==> src/rtl/immgen_pipe.sv <==
// ============================================================================
// Module   : immgen_pipe
// Brief    : Registered RV immediate generator (I/S/B/U/J/Z/SH) with a
//            valid/ready handshake, one output register and one skid entry.
// Revision : 1.0 - initial release
// ============================================================================
`default_nettype none

module immgen_pipe #(
    parameter int XLEN  = 64,   // 32 or 64 only
    parameter int TAG_W = 8
) (
    input  logic             clk,
    input  logic             reset,
    input  logic             flush,
    input  logic             in_valid,
    output logic             in_ready,
    input  logic [31:0]      in_instr,
    input  logic [2:0]       in_fmt,
    input  logic [TAG_W-1:0] in_tag,
    output logic             out_valid,
    input  logic             out_ready,
    output logic [XLEN-1:0]  out_imm,
    output logic [TAG_W-1:0] out_tag,
    output logic             out_illegal
);

    localparam logic [2:0] FMT_I  = 3'd1;
    localparam logic [2:0] FMT_S  = 3'd2;
    localparam logic [2:0] FMT_B  = 3'd3;
    localparam logic [2:0] FMT_U  = 3'd4;
    localparam logic [2:0] FMT_J  = 3'd5;
    localparam logic [2:0] FMT_Z  = 3'd6;
    localparam logic [2:0] FMT_SH = 3'd7;

    logic             or_valid;
    logic [XLEN-1:0]  or_imm;
    logic [TAG_W-1:0] or_tag;
    logic             or_ill;
    logic             sk_valid;
    logic [XLEN-1:0]  sk_imm;
    logic [TAG_W-1:0] sk_tag;
    logic             sk_ill;

    logic [63:0]      imm_full;
    logic [XLEN-1:0]  new_imm;
    logic             new_ill;
    logic             accept;
    logic             emit;

    // Built at 64 bits and truncated so no zero-width replication appears for XLEN=32.
    always_comb begin
        imm_full = 64'd0;
        new_ill  = 1'b0;
        case (in_fmt)
            FMT_I:  imm_full = {{52{in_instr[31]}}, in_instr[31:20]};
            FMT_S:  imm_full = {{52{in_instr[31]}}, in_instr[31:25], in_instr[11:7]};
            FMT_B:  imm_full = {{51{in_instr[31]}}, in_instr[31], in_instr[7],
                                in_instr[30:25], in_instr[11:8], 1'b0};
            FMT_U:  imm_full = {{32{in_instr[31]}}, in_instr[31:12], 12'd0};
            FMT_J:  imm_full = {{43{in_instr[31]}}, in_instr[31], in_instr[19:12],
                                in_instr[20], in_instr[30:21], 1'b0};
            FMT_Z:  imm_full = {59'd0, in_instr[19:15]};
            FMT_SH: begin
                if (XLEN == 64) begin
                    imm_full = {58'd0, in_instr[25:20]};
                end else begin
                    imm_full = {59'd0, in_instr[24:20]};
                    new_ill  = in_instr[25];
                end
            end
            default: imm_full = 64'd0;
        endcase
        new_imm = imm_full[XLEN-1:0];
    end

    assign in_ready = !sk_valid;
    assign accept   = in_valid && in_ready;
    assign emit     = or_valid && out_ready;

    always_ff @(posedge clk) begin
        if (reset) begin
            or_valid <= 1'b0;
            or_imm   <= '0;
            or_tag   <= '0;
            or_ill   <= 1'b0;
            sk_valid <= 1'b0;
            sk_imm   <= '0;
            sk_tag   <= '0;
            sk_ill   <= 1'b0;
        end else if (flush) begin
            or_valid <= 1'b0;
            sk_valid <= 1'b0;
        end else if (emit) begin
            if (sk_valid) begin
                or_imm   <= sk_imm;
                or_tag   <= sk_tag;
                or_ill   <= sk_ill;
                sk_valid <= 1'b0;
            end else if (accept) begin
                or_imm   <= new_imm;
                or_tag   <= in_tag;
                or_ill   <= new_ill;
            end else begin
                or_valid <= 1'b0;
            end
        end else if (accept) begin
            // Skid only fills when the output register is already occupied.
            if (!or_valid) begin
                or_valid <= 1'b1;
                or_imm   <= new_imm;
                or_tag   <= in_tag;
                or_ill   <= new_ill;
            end else begin
                sk_valid <= 1'b1;
                sk_imm   <= new_imm;
                sk_tag   <= in_tag;
                sk_ill   <= new_ill;
            end
        end
    end

    assign out_valid   = or_valid;
    assign out_imm     = or_imm;
    assign out_tag     = or_tag;
    assign out_illegal = or_ill;

endmodule

`default_nettype wire

==> config.mk <==
export PLATFORM = sky130hd
export DESIGN_NAME = immgen_pipe
export DESIGN_NICKNAME = d
export VERILOG_FILES = /design/src/rtl/immgen_pipe.sv
export SDC_FILE = /design/constraint.sdc
export NUM_CORES = 1
export LEC_CHECK = 0
export BUFFER_PORTS_ARGS = -buffer_cell sky130_fd_sc_hd__buf_2
export CORE_MARGIN = 3
export CORE_UTILIZATION = 45
export CTS_CLUSTER_DIAMETER = 150
export CTS_CLUSTER_SIZE = 28
export DETAILED_ROUTE_END_ITERATION = 10
export GPL_TIMING_DRIVEN = 0
export PLACE_DENSITY = 0.68
export REMOVE_ABC_BUFFERS = 1
export SYNTH_ARGS = -nofsm -noshare
export SYNTH_HDL_FRONTEND = slang
export SYNTH_SLANG_ARGS = --single-unit
==> constraint.sdc <==
create_clock -name clk -period 4.3 [get_ports clk]
set_input_delay 0.43 -clock clk [delete_from_list [all_inputs] [get_ports clk]]
set_output_delay 0.43 -clock clk [all_outputs]
set_load 0.03 [all_outputs]
==> summary.md, run 1 <==
| Metric | Value |
|---|---|
| Worst vdd rail ir drop | between 150 and 200 uV |
| Number of port buffers | 114 |
| Warning count from the yosys run | 0 |
| Final WL | about 11 mm |
| Share of synthesized registers carrying an async set or reset | 0% |
| Headroom to the max-slew limit | 25.4% |
| DRC | 0 |
| Residual antenna-violating net count after detailed routing | 0 |
| Average detailed-routed wire length per instance | between 15 and 20 um |
| Final min period | about 2200 ps |
| Most common flop cell mapped by yosys | dfxtp_1 |
| Comb pwr share | between 10% and 20% |
| H-tree level count | 3 |
| Maximum clock path buffer count | 2 |
| Outcome | completed |
| Area growth from synthesis to layout | 13.8% |
| CP required | ~4600 ps |
| Distinct cells, synth | 46 |
| Number of flops mapped to enable cells by yosys | 0 |
| # placed instances | approximately 630 |
| Ratio of cells with drive above 1 in the final layout | 25.5% |
| Pre-antenna DRT Iters | 4 |
| Insertion delay to the later sink of the worst-skew pair | roughly 350 ps |
| Endpoint type of the worst setup path | flop |
| FMAX | ~450 MHz |
| Multi-input gate area | approximately 0.0019 mm2 |
| Setup repair after global routing missed its margin | no |
| Yosys top cell area share | 41.0% |
| Root buffer cell | clkbuf_8 |
| Non-Filler Instances | ~650 |
| Largest net degree at the start of global routing | 76 |
| Via density per instance | 5.60 |
| Least setup slack across all paths after layout | around 2100 ps |
| Core Footprint | 0.00842 mm2 |
| Number of ports placed on the die boundary | ~120 |
| # diodes | 0 |
| Cell-internal power | about 1200 uW |
| Iteration-0 DRC Markers | approximately 230 |
| Clock tree from TritonCTS | built |
| Number of antenna violations at the first check in global routing | 0 |
| Arrival time of the worst setup path | between 2000 and 2500 ps |
| Register share of total power | a little under half |
| Switching power summed over all nets | about 500 uW |
| Final-report max-slew violation count | 0 |
| Dominant cell type by area after synthesis | dfxtp_1 |
| Seq/Total Area, Yosys | between 40% and 50% |
| Number of global-route vias before repair | between 3000 and 4000 |
| Number of buffers created by CTS | 9 |
| Number of hold violations in the final report | 0 |
| Slew @ Worst Pin | around 1100 ps |
| Average instance area after synthesis | slightly above 8 um2 |
| Sequential standard cell area | 0.00164 mm2 |
| Full die area | around 0.010 mm2 |
| GP Congestion | between 0.7 and 0.8 |
| Leak pwr | about 0.0019 uW |
| Post-CTS Resized | 0 |
| Hold_buf cts | 0 |
| Clock slew seen by the registers of the worst setup and hold paths | 90 ps |
| Synth Cell Area | 0.00400 mm2 |
| Final Net Count | a little under 600 |
| Most numerous cell in the Yosys netlist | dfxtp_1 |
| Cell area power density | between 300 and 400 mW/mm2 |
| Critical Path Fanout Max | 18 |
| First-pass GRT wire length | about 17 mm |
| Leading post-synthesis cells by instance count | dfxtp_1, nand2_1, a21oi_1 |
| Post-detail-place hpwl | about 7.2 mm |
| Gate Count Post-Synth | 484 |
| Flip-flop and latch count after synthesis | 82 |
| Die Width | between 100 and 150 um |
| Worst-case hold slack | 322 ps |
| CP startpoint kind | flop |
| Initial Util | between 40% and 50% |
| DIE HEIGHT | roughly 100 um |
| Proportion of power drawn by the clock network | 36.2% |
| Number of buffers inserted by post-CTS setup repair | 0 |
| Via count of the routed design | ~3600 |
| Setup total negative slack | 0 ps |
| Post-route clock period utilization | between 50 and 60% |
| Tot GR Track Use | between 20% and 30% |
| Count of standard-cell rows | 33 |
| Ranking of synthesized cells by area | dfxtp_1, buf_4, nand2_1 |
| Minimum setup slack after placement | 1400 ps |
| Setup violation total in the final timing report | 0 |
| Worst setup path category | flop to flop |
| Path class of the lowest-slack min-delay path | primary input to flop |
| Remaining Overflow, GRT | 0 |
| Fraction of power spent switching nets | just under 30% |
| Sink Count | 82 |
| Final clock skew | roughly 6.2 ps |
| Fillers | between 800 and 900 |
| Max capacitance violation total | 0 |
-- layer usage --
layer / wire [um] / track usage, % / vias up / part of all wire [%]
met5: 0 / 0 / - / 0
met4: 103 / 7.25 / 0 / 0.98
met3: 478 / 2.50 / 7 / 4.5
met2: 5340 / 33.9 / 88 / 51
met1: 4610 / 28.7 / 1733 / 44
li1: - / - / 1815 / -
-- placed cells by master (no fill, tap or decap), drive strengths merged, types with 9 or more instances in the layout --
cell type    n
a211oi      21
a21oi       47
a221oi       9
a31oi       13
and2         9
buf        118
clkbuf      11
dfxtp       82
nand2       62
nand2b      18
nor2        39
nor3        10
o21ai       13
o311ai      11
-- cell type report --
cell class | count | area share [%]
sequential | 82 | 36.1
tap | 105 | 2.89
clock buffer | 11 | 2.89
timing repair buffer | 118 | 14.1
clock inverter | 5 | 1.73
inverter | 7 | 0.577
multi-input combinational | 323 | 41.8
-- power groups by stage --
stage	clock [uW]	sequential [uW]	combinational, uW
floorplan	0	896	86.9
global placement	0	814	274
detailed placement	0	816	278
CTS	618	798	279
global route	652	802	301
finish	610	798	279
-- path summary, 6_finish.rpt --
check	end	startpoint	cells past startpoint	slack, ps
worst min-delay path	sk_tag[1]$_SDFFE_PP0P_	in_tag[1]	3	320
worst min register to register	out_imm[12]$_SDFFE_PP0P_	out_imm[12]$_SDFFE_PP0P_	2	450
worst max-delay path	out_imm[4]$_SDFFE_PP0P_	out_valid$_SDFFE_PP0P_	5	2090
worst max register to register	out_imm[4]$_SDFFE_PP0P_	out_valid$_SDFFE_PP0P_	5	2090
-- logic make-up (layout without fill, tap and decap cells) --
family	Yosys count	in the layout	synth area share, %
compound gates	150	150	25.9
flops	82	82	41.0
simple gates	170	170	20.9
other cells	1	1	0.0937
mux	2	2	0.500
buf+inv	79	141	11.6
-- sequential cells by signal, summed over array words and instances, names as in the netlist --
name and flops:
out_imm 32, out_tag 8, out_valid 1, sk_imm 32
sk_tag 8, sk_valid 1
-- through the flow --
step                      cell area [um2]  util, %  power (uW)
after floorplan                      3560        -         983
after global placement               4270     50.6        1090
after detailed placement             4320     51.3        1090
after CTS                            4530     53.8        1700
after global routing                 4550     54.0        1760
final                                4550     54.0        1690
-- worst max-delay path, cell delays in order, from the launching register on --
cell and delay (ps):
dfxtp_1 450, nand2_1 220, a211oi_4 750, buf_6 280
nand3_1 180, o21ai_0 240
Power figures use the tool's default switching activity.
==> run 2, diff against run 1 <==
--- a/config.mk
+++ b/config.mk
@@ -12,7 +12,7 @@
 export CTS_CLUSTER_SIZE = 28
 export DETAILED_ROUTE_END_ITERATION = 10
 export GPL_TIMING_DRIVEN = 0
-export PLACE_DENSITY = 0.68
+export PLACE_DENSITY = 0.71
 export REMOVE_ABC_BUFFERS = 1
 export SYNTH_ARGS = -nofsm -noshare
 export SYNTH_HDL_FRONTEND = slang
==> constraint.sdc (replaced) <==
create_clock -name clk -period 1.85 [get_ports clk]
set_input_delay 0.185 -clock clk [delete_from_list [all_inputs] [get_ports clk]]
set_output_delay 0.185 -clock clk [all_outputs]
set_load 0.03 [all_outputs]
==> run 2 against run 1 <==
Against the previous run: maximum frequency grew 30%; register-to-register slack worse by 1900 ps; critical path type unchanged; largest cell class unchanged; first-iteration DRC count up 11%; via count up 5.0%; largest power group unchanged; total power increased by 150%.
==> summary.md, run 2 (synthesis gave the netlist of run 1 again) <==
| Metric | Value |
|---|---|
| Number of global-route vias before repair | 3338 (was 3331) |
| Max capacitance violation total | 0 (unchanged) |
| Endpoint type of the worst setup path | flop (unchanged) |
| Root buffer cell | clkbuf_8 (unchanged) |
| Pre-antenna DRT Iters | 5 (was 4) |
| Final-report max-slew violation count | 0 (unchanged) |
| Most frequent cells in the layout | buf_2, dfxtp_1, nand2_1 (unchanged) |
| Remaining Overflow, GRT | 0 (unchanged) |
| Via count of the routed design | 3826 (was 3643) |
| Clock slew seen by the registers of the worst setup and hold paths | 90 ps (about the same) |
| Residual antenna-violating net count after detailed routing | 0 (unchanged) |
| Area growth from synthesis to layout | 17.3% (was 13.8%) |
| H-tree level count | 3 (unchanged) |
| First-pass GRT wire length | 17.2 mm (was 17.0 mm) |
| Register-to-Register Setup Slack | 150 ps (was 2090 ps) |
| Die Width | 100 um (unchanged) |
| # diodes | 0 (unchanged) |
| Insertion delay to the later sink of the worst-skew pair | 350 ps (about the same) |
| CP required | 2130 ps (was 4570 ps) |
| Arrival time of the worst setup path | 1980 ps (was 2480 ps) |
| Setup repair after global routing missed its margin | no (unchanged) |
| Path class of the lowest-slack min-delay path | primary input to flop (unchanged) |
| Worst setup path category | flop to flop (unchanged) |
| Number of antenna violations at the first check in global routing | 0 (unchanged) |
| CP startpoint kind | flop (unchanged) |
| Launch point of the worst reg-to-reg path | out_valid$_SDFFE_PP0P_ (unchanged) |
| Hold Path Stages | 3 (unchanged) |
| Headroom to the max-slew limit | 46.1% (was 25.4%) |
| Crit-path max cell delay | 370 ps (was 750 ps) |
| Endpoint, Worst Hold | sk_tag[6]$_SDFFE_PP0P_ (was sk_tag[1]$_SDFFE_PP0P_) |
| Slowest-stage cell, CP | dfxtp_2 (was a211oi_4) |
| Iteration-0 DRC Markers | 259 (was 233) |
| GP Congestion | 0.820 (was 0.789) |
| Full die area | 0.0101 mm2 (unchanged) |
| Ratio of cells with drive above 1 in the final layout | 28.3% (was 25.5%) |
| Final clock skew | 5.79 ps (was 6.22 ps) |
| CP Cell Sequence | and2b_1 -> a211oi_4 -> buf_4 -> nand3_1 -> o221ai_1 (was nand2_1 -> a211oi_4 -> buf_6 -> nand3_1 -> o21ai_0) |
| Number of buffers created by CTS | 9 (unchanged) |
| Maximum clock path buffer count | 2 (unchanged) |
| R2R cell count | 5 (unchanged) |
| Startpoint of the worst hold path | in_tag[6] (was in_tag[1]) |
| Via density per instance | 5.82 (was 5.60) |
| DRC | 0 (unchanged) |
| Sink Count | 82 (unchanged) |
| Cell area power density | 883 mW/mm2 (was 371 mW/mm2) |
| Hold_buf cts | 0 (unchanged) |
| Post-route clock period utilization | 91.8% (was 51.5%) |
| Average detailed-routed wire length per instance | 16.8 um (was 16.2 um) |
| Setup total negative slack | 0 ps (unchanged) |
| Power after layout | 4140 uW (was 1690 uW) |
| Number of ports placed on the die boundary | 123 (unchanged) |
| Largest net degree at the start of global routing | 76 (unchanged) |
| Outcome | completed (unchanged) |
| Worst R2R End | out_imm[0]$_SDFFE_PP0P_ (was out_imm[4]$_SDFFE_PP0P_) |
| Slew @ Worst Pin | 809 ps (was 1120 ps) |
| FMAX | 589 MHz (was 452 MHz) |
| Most frequent standard cell in the layout excluding fill and tap cells | buf_2 (unchanged) |
| Tot GR Track Use | 21.3% (was 20.9%) |
| Number of hold violations in the final report | 0 (unchanged) |
| Post-detail-place hpwl | 7.05 mm (was 7.16 mm) |
| Clock tree from TritonCTS | built (unchanged) |
| Count of standard-cell rows | 33 (unchanged) |
| Final min period | 1700 ps (was 2210 ps) |
| Initial Util | 47.5% (unchanged) |
| Core Footprint | 0.00842 mm2 (unchanged) |
| Final WL | 11.1 mm (was 10.5 mm) |
| Setup violation total in the final timing report | 0 (unchanged) |
| Worst vdd rail ir drop | 584 uV (was 184 uV) |
| DIE HEIGHT | 100 um (unchanged) |
| Final Net Count | 595 (was 589) |
| Leak pwr | 0.00196 uW (was 0.00191 uW) |
| Critical Path Fanout Max | 14 (was 18) |
| Number of port buffers | 114 (unchanged) |
[run 2: worst max-delay path: cells and delay by family, from the launching register on]
kind            cells  cell delay, ps
compound gates      2             500
simple gates        2             500
flops               1             370
buf+inv             1             250
[run 2: worst max path at each step]
stage,from,end,depth (start not counted)
after floorplan,out_imm[62]$_SDFFE_PP0P_,out_imm[62]$_SDFFE_PP0P_,2
after global placement,out_valid$_SDFFE_PP0P_,out_imm[26]$_SDFFE_PP0P_,4
after detailed placement,out_valid$_SDFFE_PP0P_,out_imm[26]$_SDFFE_PP0P_,4
after CTS,out_valid$_SDFFE_PP0P_,out_imm[20]$_SDFFE_PP0P_,4
after global routing,out_valid$_SDFFE_PP0P_,out_imm[2]$_SDFFE_PP0P_,5
final,out_valid$_SDFFE_PP0P_,out_imm[0]$_SDFFE_PP0P_,5
[run 2: stage by stage]
stage / util [%] / hold WS [ps] / area, um2 / worst slack (ps) / cells
after global placement: 50.6 / 437 / 4270 / -810 / 631
after detailed placement: 51.1 / 442 / 4310 / -848 / 633
final: 55.7 / 72.6 / 4690 / 152 / 657
after CTS: 55.6 / 60.2 / 4680 / 16.7 / 657
after floorplan: - / 254 / 3560 / -5480 / 412
after global routing: 55.7 / 62.8 / 4690 / 42.8 / 657
[run 2: layout make-up]
type	count	area, um2
multi-input combinational	325	1970
fill	809	3730
inverter	7	26.3
clock buffer	10	138
sequential	82	1650
clock inverter	6	113
tap	105	131
timing repair buffer	122	673
[run 2: report_power, final]
part / internal, uW / switching, uW / leakage (uW) / total, uW
logic: 204 / 472 / 0.00117 / 676
registers: 1820 / 36.8 / 0.000667 / 1860
clock network: 939 / 671 / 0.000127 / 1610
total: 2960 / 1180 / 0.00196 / 4140
[run 2: timing repair]
item	in CTS	in global routing
gates resized for setup	11	5
cloned	2	0
pin swaps	3	1
setup endpoints to repair	70	70
buffers inserted	6	0
[run 2: routing by layer]
layer	routed length, um	vias up	global-route usage, %	share of wire, %
met2	5410	147	35.5	49
met4	155	0	5.49	1.4
met5	0	-	0	0
met3	751	15	4.59	6.8
met1	4740	1826	28.1	43
li1	-	1838	-	-
